**src/rtl/fifo_sync_flags.sv**
```systemverilog
// Single-clock FIFO with registered count, full/empty/almost flags and a one-cycle read strobe.
// Define FIFO_ERR_FLAGS_EN to add sticky overflow/underflow flags with an err_clr input.
module fifo_sync_flags #(
  parameter int DATA_WIDTH = 8,
  parameter int ADDR_WIDTH = 8,
  parameter int AF_MARGIN  = 2,
  parameter int AE_MARGIN  = 2
) (
  input  logic                  clka,
  input  logic                  reset_n,
  input  logic                  wr_en,
  input  logic [DATA_WIDTH-1:0] wrdata,
  input  logic                  rd_en,
  output logic [DATA_WIDTH-1:0] rdata,
  output logic                  rd_valid,
  output logic                  full,
  output logic                  empty,
  output logic                  almost_full,
  output logic                  almost_empty,
  output logic [ADDR_WIDTH:0]   count
`ifdef FIFO_ERR_FLAGS_EN
  ,
  input  logic                  err_clr,
  output logic                  overflow,
  output logic                  underflow
`endif
);

  localparam int CW    = ADDR_WIDTH + 1;
  localparam int DEPTH = 1 << ADDR_WIDTH;
  localparam logic [CW-1:0] DEPTH_C  = CW'(DEPTH);
  localparam logic [CW-1:0] AF_LEVEL = CW'(DEPTH - AF_MARGIN);
  localparam logic [CW-1:0] AE_LEVEL = CW'(AE_MARGIN);

  typedef enum logic [1:0] {
    ST_EMPTY,
    ST_PARTIAL,
    ST_FULL
  } state_t;

  state_t                r_state;
  state_t                w_state_next;
  logic [DATA_WIDTH-1:0] r_mem [DEPTH];
  logic [CW-1:0]         r_wr_ptr;
  logic [CW-1:0]         r_rd_ptr;
  logic [CW-1:0]         r_count;
  logic [CW-1:0]         w_count_next;
  logic [DATA_WIDTH-1:0] r_rdata;
  logic                  r_rd_valid;
  logic                  r_almost_full;
  logic                  r_almost_empty;
  logic                  w_rd_acc;
  logic                  w_wr_acc;

  // A read at full frees a slot in the same edge, so the write may proceed.
  assign w_rd_acc = rd_en & (r_state != ST_EMPTY);
  assign w_wr_acc = wr_en & ((r_state != ST_FULL) | w_rd_acc);

  always_comb begin
    w_count_next = r_count;
    case ({w_wr_acc, w_rd_acc})
      2'b10:   w_count_next = r_count + CW'(1);
      2'b01:   w_count_next = r_count - CW'(1);
      default: w_count_next = r_count;
    endcase
  end

  always_comb begin
    w_state_next = r_state;
    case (r_state)
      ST_EMPTY: begin
        if (w_wr_acc) w_state_next = ST_PARTIAL;
      end
      ST_PARTIAL: begin
        if (w_count_next == DEPTH_C)   w_state_next = ST_FULL;
        else if (w_count_next == '0)   w_state_next = ST_EMPTY;
      end
      ST_FULL: begin
        if (w_rd_acc & ~w_wr_acc) w_state_next = ST_PARTIAL;
      end
      default: w_state_next = ST_EMPTY;
    endcase
  end

  always_ff @(posedge clka) begin
    if (!reset_n) begin
      r_state        <= ST_EMPTY;
      r_wr_ptr       <= '0;
      r_rd_ptr       <= '0;
      r_count        <= '0;
      r_almost_full  <= 1'b0;
      r_almost_empty <= 1'b1;
    end else begin
      r_state        <= w_state_next;
      r_count        <= w_count_next;
      r_almost_full  <= (w_count_next >= AF_LEVEL);
      r_almost_empty <= (w_count_next <= AE_LEVEL);
      if (w_wr_acc) r_wr_ptr <= r_wr_ptr + CW'(1);
      if (w_rd_acc) r_rd_ptr <= r_rd_ptr + CW'(1);
    end
  end

  // Storage carries no reset so it maps onto block RAM.
  always_ff @(posedge clka) begin
    if (w_wr_acc) r_mem[r_wr_ptr[ADDR_WIDTH-1:0]] <= wrdata;
  end

  always_ff @(posedge clka) begin
    if (!reset_n) begin
      r_rdata    <= '0;
      r_rd_valid <= 1'b0;
    end else begin
      r_rd_valid <= w_rd_acc;
      if (w_rd_acc) r_rdata <= r_mem[r_rd_ptr[ADDR_WIDTH-1:0]];
    end
  end

`ifdef FIFO_ERR_FLAGS_EN
  logic r_overflow;
  logic r_underflow;

  // Clearing takes priority over an error arriving on the same edge.
  always_ff @(posedge clka) begin
    if (!reset_n || err_clr) begin
      r_overflow  <= 1'b0;
      r_underflow <= 1'b0;
    end else begin
      if (wr_en & ~w_wr_acc) r_overflow  <= 1'b1;
      if (rd_en & ~w_rd_acc) r_underflow <= 1'b1;
    end
  end

  assign overflow  = r_overflow;
  assign underflow = r_underflow;
`endif

  assign rdata        = r_rdata;
  assign rd_valid     = r_rd_valid;
  assign full         = (r_state == ST_FULL);
  assign empty        = (r_state == ST_EMPTY);
  assign almost_full  = r_almost_full;
  assign almost_empty = r_almost_empty;
  assign count        = r_count;

endmodule

```
**config.mk**
```make
export PLATFORM = sky130hd
export DESIGN_NAME = fifo_sync_flags
export DESIGN_NICKNAME = d
export VERILOG_FILES = /design/src/rtl/fifo_sync_flags.sv
export SDC_FILE = /design/constraint.sdc
export NUM_CORES = 2
export LEC_CHECK = 0
export CAP_MARGIN = 5
export CORE_MARGIN = 8
export CORE_UTILIZATION = 45
export CTS_CLUSTER_DIAMETER = 50
export CTS_CLUSTER_SIZE = 40
export DETAILED_ROUTE_END_ITERATION = 10
export GPL_TIMING_DRIVEN = 0
export PLACE_DENSITY = 0.68
export SLEW_MARGIN = 20
export SYNTH_ARGS = -nofsm -noshare
export SYNTH_HDL_FRONTEND = slang
export SYNTH_SLANG_ARGS = --single-unit
```
**constraint.sdc**
```tcl
create_clock -name clka -period 4.08 [get_ports clka]
set_clock_uncertainty 0.05 [all_clocks]
set_input_delay 0.408 -clock clka [delete_from_list [all_inputs] [get_ports clka]]
set_output_delay 0.408 -clock clka [all_outputs]
set_load 0.02 [all_outputs]
```
# After elaboration in Yosys (flattened, before gate mapping)
# Memories as Yosys holds them, arrays and structs flattened. A register that Yosys moved wholly into a read port is not among the register bits.
# Cells that the tools add are included.
# totals
register_bits	32
ram_bits	2048
in_bits	12
elab_cells	41
mem_count	1
# memory_table
memory	depth	word_bits	rd	rd_clocked_by_memory_dff	write_ports	line	text
r_mem	256	8	1	1	1	43	logic [DATA_WIDTH-1:0] r_mem [DEPTH];
# classes
add_sub_neg	4
n_lt_le_gt_ge	2
eq_ne	9
n_mux	8
bitwise_logic	5
reduce_logical	5
# op_table
op	count
adder 9 x 1 -> 9 bit (second input constant)	3
one-hot mux 9 bit (2 select lines)	1
equality test 9 bit (second input constant)	1
>= comparator 9 x 8 -> 1 bit (second input constant)	1
less-or-equal comparator 9 x 2 -> 1 bit (second input constant)	1
logical NOT 9 bit	1
subtractor 9 x 1 -> 9 bit (second input constant)	1
2-to-1 mux 2 bit	4
one-hot mux 2 bit (3 select lines)	1
equality test 2 x 1 -> 1 bit (second input constant)	2
equality test 2 bit (second input constant)	2
inequality test 2 x 1 -> 1 bit (second input constant)	2
bitwise AND 1 bit	3
inequality test 3 bit (second input constant)	1
AND reduction 3 bit	1
logical NOT 2 bit	1
2-to-1 mux 1 bit	2
inequality test 2 bit (second input constant)	1
nonzero test 2 bit	1
logical NOT 1 bit	1
NOT 1 bit	1
bitwise OR 1 bit	1

# Depth between registers and ports, before layout
# depth
word_depth	10
depth_mapped	13
depth_no_buf	11

# Worst setup path before layout
# No wires, ideal clock.
# synth_path
kind	flip-flop to flip-flop
startpoint	reg r_state[1]
endpoint	reg r_state[1]
setup_time_ns	0.092
arrival_ns	2.747
setup_slack_ns	1.191
path_stages_with_launch	13
n_path_buf	1
cell_sequence	dfxtp_1 o21a_1 clkbuf_1 nand2_1 xnor2_1 ha_1 or3_1 nor4_1 o21ai_0 xnor2_1 nor4_1 nand4_1 o32ai_1
# synth_via
elab_chain_cells	9
word_cells_on_any_way	21
# synth_lines
item	line	text
start, declared	41	state_t r_state;
start signal, assigned	94	r_state <= w_state_next;
nonzero test 2 bit	56	assign w_rd_acc = rd_en & (r_state != ST_EMPTY);
bitwise AND 1 bit	56	
bitwise OR 1 bit	57	assign w_wr_acc = wr_en & ((r_state != ST_FULL) | w_rd_acc);
bitwise AND 1 bit	57	
equality test 2 x 1 -> 1 bit or equality test 2 bit (tied branches)	61	case ({w_wr_acc, w_rd_acc})
one-hot mux 9 bit (2 select lines)	61	
equality test 9 bit or logical NOT 9 bit (tied branches)	75, 76	
inequality test 3 bit (no line) or 2-to-1 mux 2 bit (tied branches)	n/a	
AND reduction 3 bit (no line) or one-hot mux 2 bit (3 select lines) (tied branches)	n/a	
# Parallel ways exist; a longest one is shown, timed or not.
# A chain may end at the register's enable or synchronous reset.

# Worst setup path after layout
# layout_path
startpoint	in wr_en
endpoint	mem r_mem[104][1], enable pin
# layout_via
elab_chain_cells	3
# layout_lines
item	line	text
start, declared	11	input logic wr_en,
bitwise AND 1 bit	57	
2-to-1 mux 1 bit	105	if (w_wr_acc) r_mem[r_wr_ptr[ADDR_WIDTH-1:0]] <= wrdata;
2-to-1 mux 1 bit (implied by the code)	105	
end, declared	43	
# No other way between the ends.

==> results.sh <==
export IMPL_path_clk_slew_ps=80
export IMPL_m1WireLength_mm=110
export IMPL_wl_met2_mm=136
export IMPL_final_cells=6901
export IMPL_dp_slack_ps=-1780
export IMPL_io_buffers=33
export IMPL_drt_pre_antenna_iters=8
export IMPL_ys_flop_type="edfxtp_1"
export IMPL_powerDensity_nw_per_um2=464
export IMPL_finalPower_mw=43.4
export IMPL_yosys_warnings=0
export IMPL_setup_viol=344
export IMPL_dp_cells=6576
export IMPL_wl_mm=332
export IMPL_worstMarginPinSlew_ps=1380
export IMPL_drive_above_1_share_pct=24.8
export IMPL_final_fill_count=14300
export IMPL_slowest_stage="nand3_1"
export IMPL_yosysTopAreaCell="edfxtp_1"
export IMPL_ant_nets=0
export IMPL_rsz0062_at_grt="true"
export IMPL_ir_worst_vdd_v=0.000426
export IMPL_path_cells="clkdlybuf4s50_1 -> clkbuf_1 -> inv_1 -> a21oi_1 -> clkbuf_1 -> nand3_1 -> clkbuf_2 -> buf_16 -> nor2_1"
export IMPL_core_area_um2=183000
export IMPL_area_growth_pct=13.4
export IMPL_gp_congestion=1.06
export IMPL_chipHeight_um=444
export IMPL_clock_sinks=2086
export IMPL_synth_nets=4136
export IMPL_p_int_mw=32.6
export IMPL_wl_met3_mm=55.1
export IMPL_htree_levels=4
export IMPL_gr_total_overflow=0
export IMPL_die_area_um2=197000
export IMPL_critPathTopFamily="buffers and inverters"
export IMPL_cp_end_kind="flop"
export IMPL_cp_arrival_ps=4770
export IMPL_ys_seq_elements=2086
export IMPL_cts_root_buf="clkbuf_16"
export IMPL_path_buf_inv=6
export IMPL_die_w_um=444
export IMPL_power_frac_seq_pct=54.2
export IMPL_combPwrFrac_pct=6.4
export IMPL_grt_pass1_vias=45100
export IMPL_min_path_type="primary input to flop"
export IMPL_cts_buffers=153
export IMPL_top_layer="met5"
export IMPL_period_share_pct=107
export IMPL_initial_core_util_pct=45.2
export IMPL_grt_start_max_net_pins=129
export IMPL_swShare_pct=24.9
export IMPL_critPathKind="primary input to flop"
export IMPL_grt_antenna_before_repair=34
export IMPL_postSynthAreaPerCell_um2=20.0
export IMPL_fin_ws_ps=-288
export IMPL_tritoncts="yes"
export IMPL_p_leak_nw=28.2
export IMPL_ios=34
export IMPL_start_kind="primary input"
export IMPL_async_flop_share_pct=0
export IMPL_track_usage_pct=32.8
export IMPL_synth_area_leaders="edfxtp_1, mux4_2, mux2i_1"
export IMPL_yosys_top_cells_count="edfxtp_1, mux4_2, nor2_1"
export IMPL_vias=48900
export IMPL_critPathMaxFanout=10
export IMPL_synth_top_area_share_pct=74.5
export IMPL_grt_pass1_wl_mm=427
export IMPL_violations="negative hold slack, negative setup slack"
export IMPL_rows=157
export IMPL_outcome="complete, but fails checks"
export IMPL_switchingPower_mw=10.8
export IMPL_clkLatencyLatePin_ps=870
export IMPL_dp_hpwl_mm=217
export IMPL_clockBufferDepth=3
export IMPL_cp_required_ps=4480
export IMPL_drt_iter0_drc=9678
export IMPL_fin_crit_ps=4370
export IMPL_vias_per_cell=7.08
export IMPL_yosys_cell_count_top_type="edfxtp_1"
export IMPL_hold_ws_ps=-11.2
export IMPL_setup_tns_ps=-33820
export IMPL_relSlewSlack_pct=8.18
export IMPL_synthCells=4118
export IMPL_drc=0
export IMPL_power_clock_fraction_pct=39.4
export IMPL_cpMostUsedCell="clkbuf_1"
export IMPL_synth_edf_count=2048
export IMPL_nNetsFinal=4380
export IMPL_max_cap_violations=0
export IMPL_yosysSeqAreaShare_pct=75.4
export IMPL_avgRoutedWirePerCell_um=48.1
export IMPL_utilization_pct=51.2
export IMPL_max_freq_mhz=229
export IMPL_max_stage_delay_ps=870
export IMPL_hold_viol_final=14
export IMPL_ys_types=87
export IMPL_syn_cell_area_um2=82500
export IMPL_report_final_slew_viol_count=0
==> worst register-to-register path, cell delays in order, from the launching register on <==
cell and delay, ps:
dfxtp_2 450, nand2b_1 140, clkbuf_1 500, clkbuf_4 600
clkbuf_2 730, o221ai_1 370, o22ai_1 280, o21ai_1 240
o21a_1 240, o211ai_1 410, a31oi_1 150
==> cell type report <==
class / count / area [um2] / share of cell area [%]
Clock buffer: 166 / 3940 / 4.21
Multi-Input combinational cell: 1763 / 18800 / 20.1
Tap cell: 2385 / 2980 / 3.19
Buffer: 253 / 2340 / 2.50
Timing Repair Buffer: 89 / 1450 / 1.55
Clock inverter: 119 / 1670 / 1.79
Sequential cell: 2086 / 62300 / 66.5
Antenna cell: 24 / 60.1 / 0.0642
Inverter: 16 / 68.8 / 0.0736
==> power groups by stage <==
stage | clock network (mW) | registers, mW | logic [mW]
after floorplan | 0 | 24.0 | 1.14
after global placement | 0 | 24.3 | 2.52
after detailed placement | 0 | 24.0 | 2.60
after CTS | 17.0 | 23.5 | 2.63
after global routing | 17.6 | 23.5 | 2.73
final | 17.1 | 23.5 | 2.78
==> per-stage QoR <==
stage | hold WS (ps) | cell area [um2]
detailed placement | 451 | 86900
finish | -11.2 | 93600
global route | 20.7 | 93500
floorplan | 457 | 82500
global placement | 438 | 85800
CTS | 4.04 | 93200
==> state kept, by name, indices dropped and copies added, names as in the netlist <==
register and count:
rd_valid 1, count 9, r_state 2, almost_full 1
almost_empty 1, r_wr_ptr 8, r_rd_ptr 8, rdata 8
r_mem 2048
==> cells in the final DEF, fill, tap and decap left out, types with 51 or more instances in the layout <==
cell	instances
edfxtp_1	2048
mux2i_1	248
nand2_1	83
a21oi_1	78
clkbuf_2	53
clkbuf_16	156
nor2_1	227
buf_6	51
mux4_2	374
nor2_2	89
o22ai_1	52
==> what timing repair did <==
action / 4_1_cts / 5_1_grt
gates resized for setup: 148 / 98
setup endpoints to repair: 311 / 603
hold buffers: 7 / 0
buffers inserted: 8 / 1
pin swaps: 4 / 2
endpoints found under the hold margin: 285 / 0
==> final timing paths <==
check	slack (ps)	end	from	cells after the start
max	-290	r_mem[104][1]$_DFFE_PP_	wr_en	9
min	-10	r_mem[27][4]$_DFFE_PP_	wrdata[4]	1
max reg2reg	-240	rdata[0]$_SDFFE_PN0N_	r_rd_ptr[1]$_SDFFE_PN0N_	10
min reg2reg	440	rdata[6]$_SDFFE_PN0N_	rdata[6]$_SDFFE_PN0N_	2
==> cell families (layout without fill, tap and decap cells) <==
logic type / Yosys count / after routing / synth area share [%]
muxes: 695 / 695 / 14.7
AOI/OAI and AO/OA: 448 / 448 / 3.92
xor gates and xnor gates: 23 / 23 / 0.244
DFF: 2086 / 2086 / 75.4
and+or+nand+nor: 591 / 591 / 3.20
other: 0 / 24 / 0
adders and majority gates: 6 / 6 / 0.0910
buffers and inverters: 269 / 643 / 2.39
==> per-layer routing <==
metal  vias to the layer above  global-route usage, %
met5                         -                      0
met4                        28                   23.3
li1                      17600                      -
met1                     25300                   40.7
met3                      1163                   15.4
met2                      4843                   45.1
No activity file was read; power rests on OpenSTA's default activity.
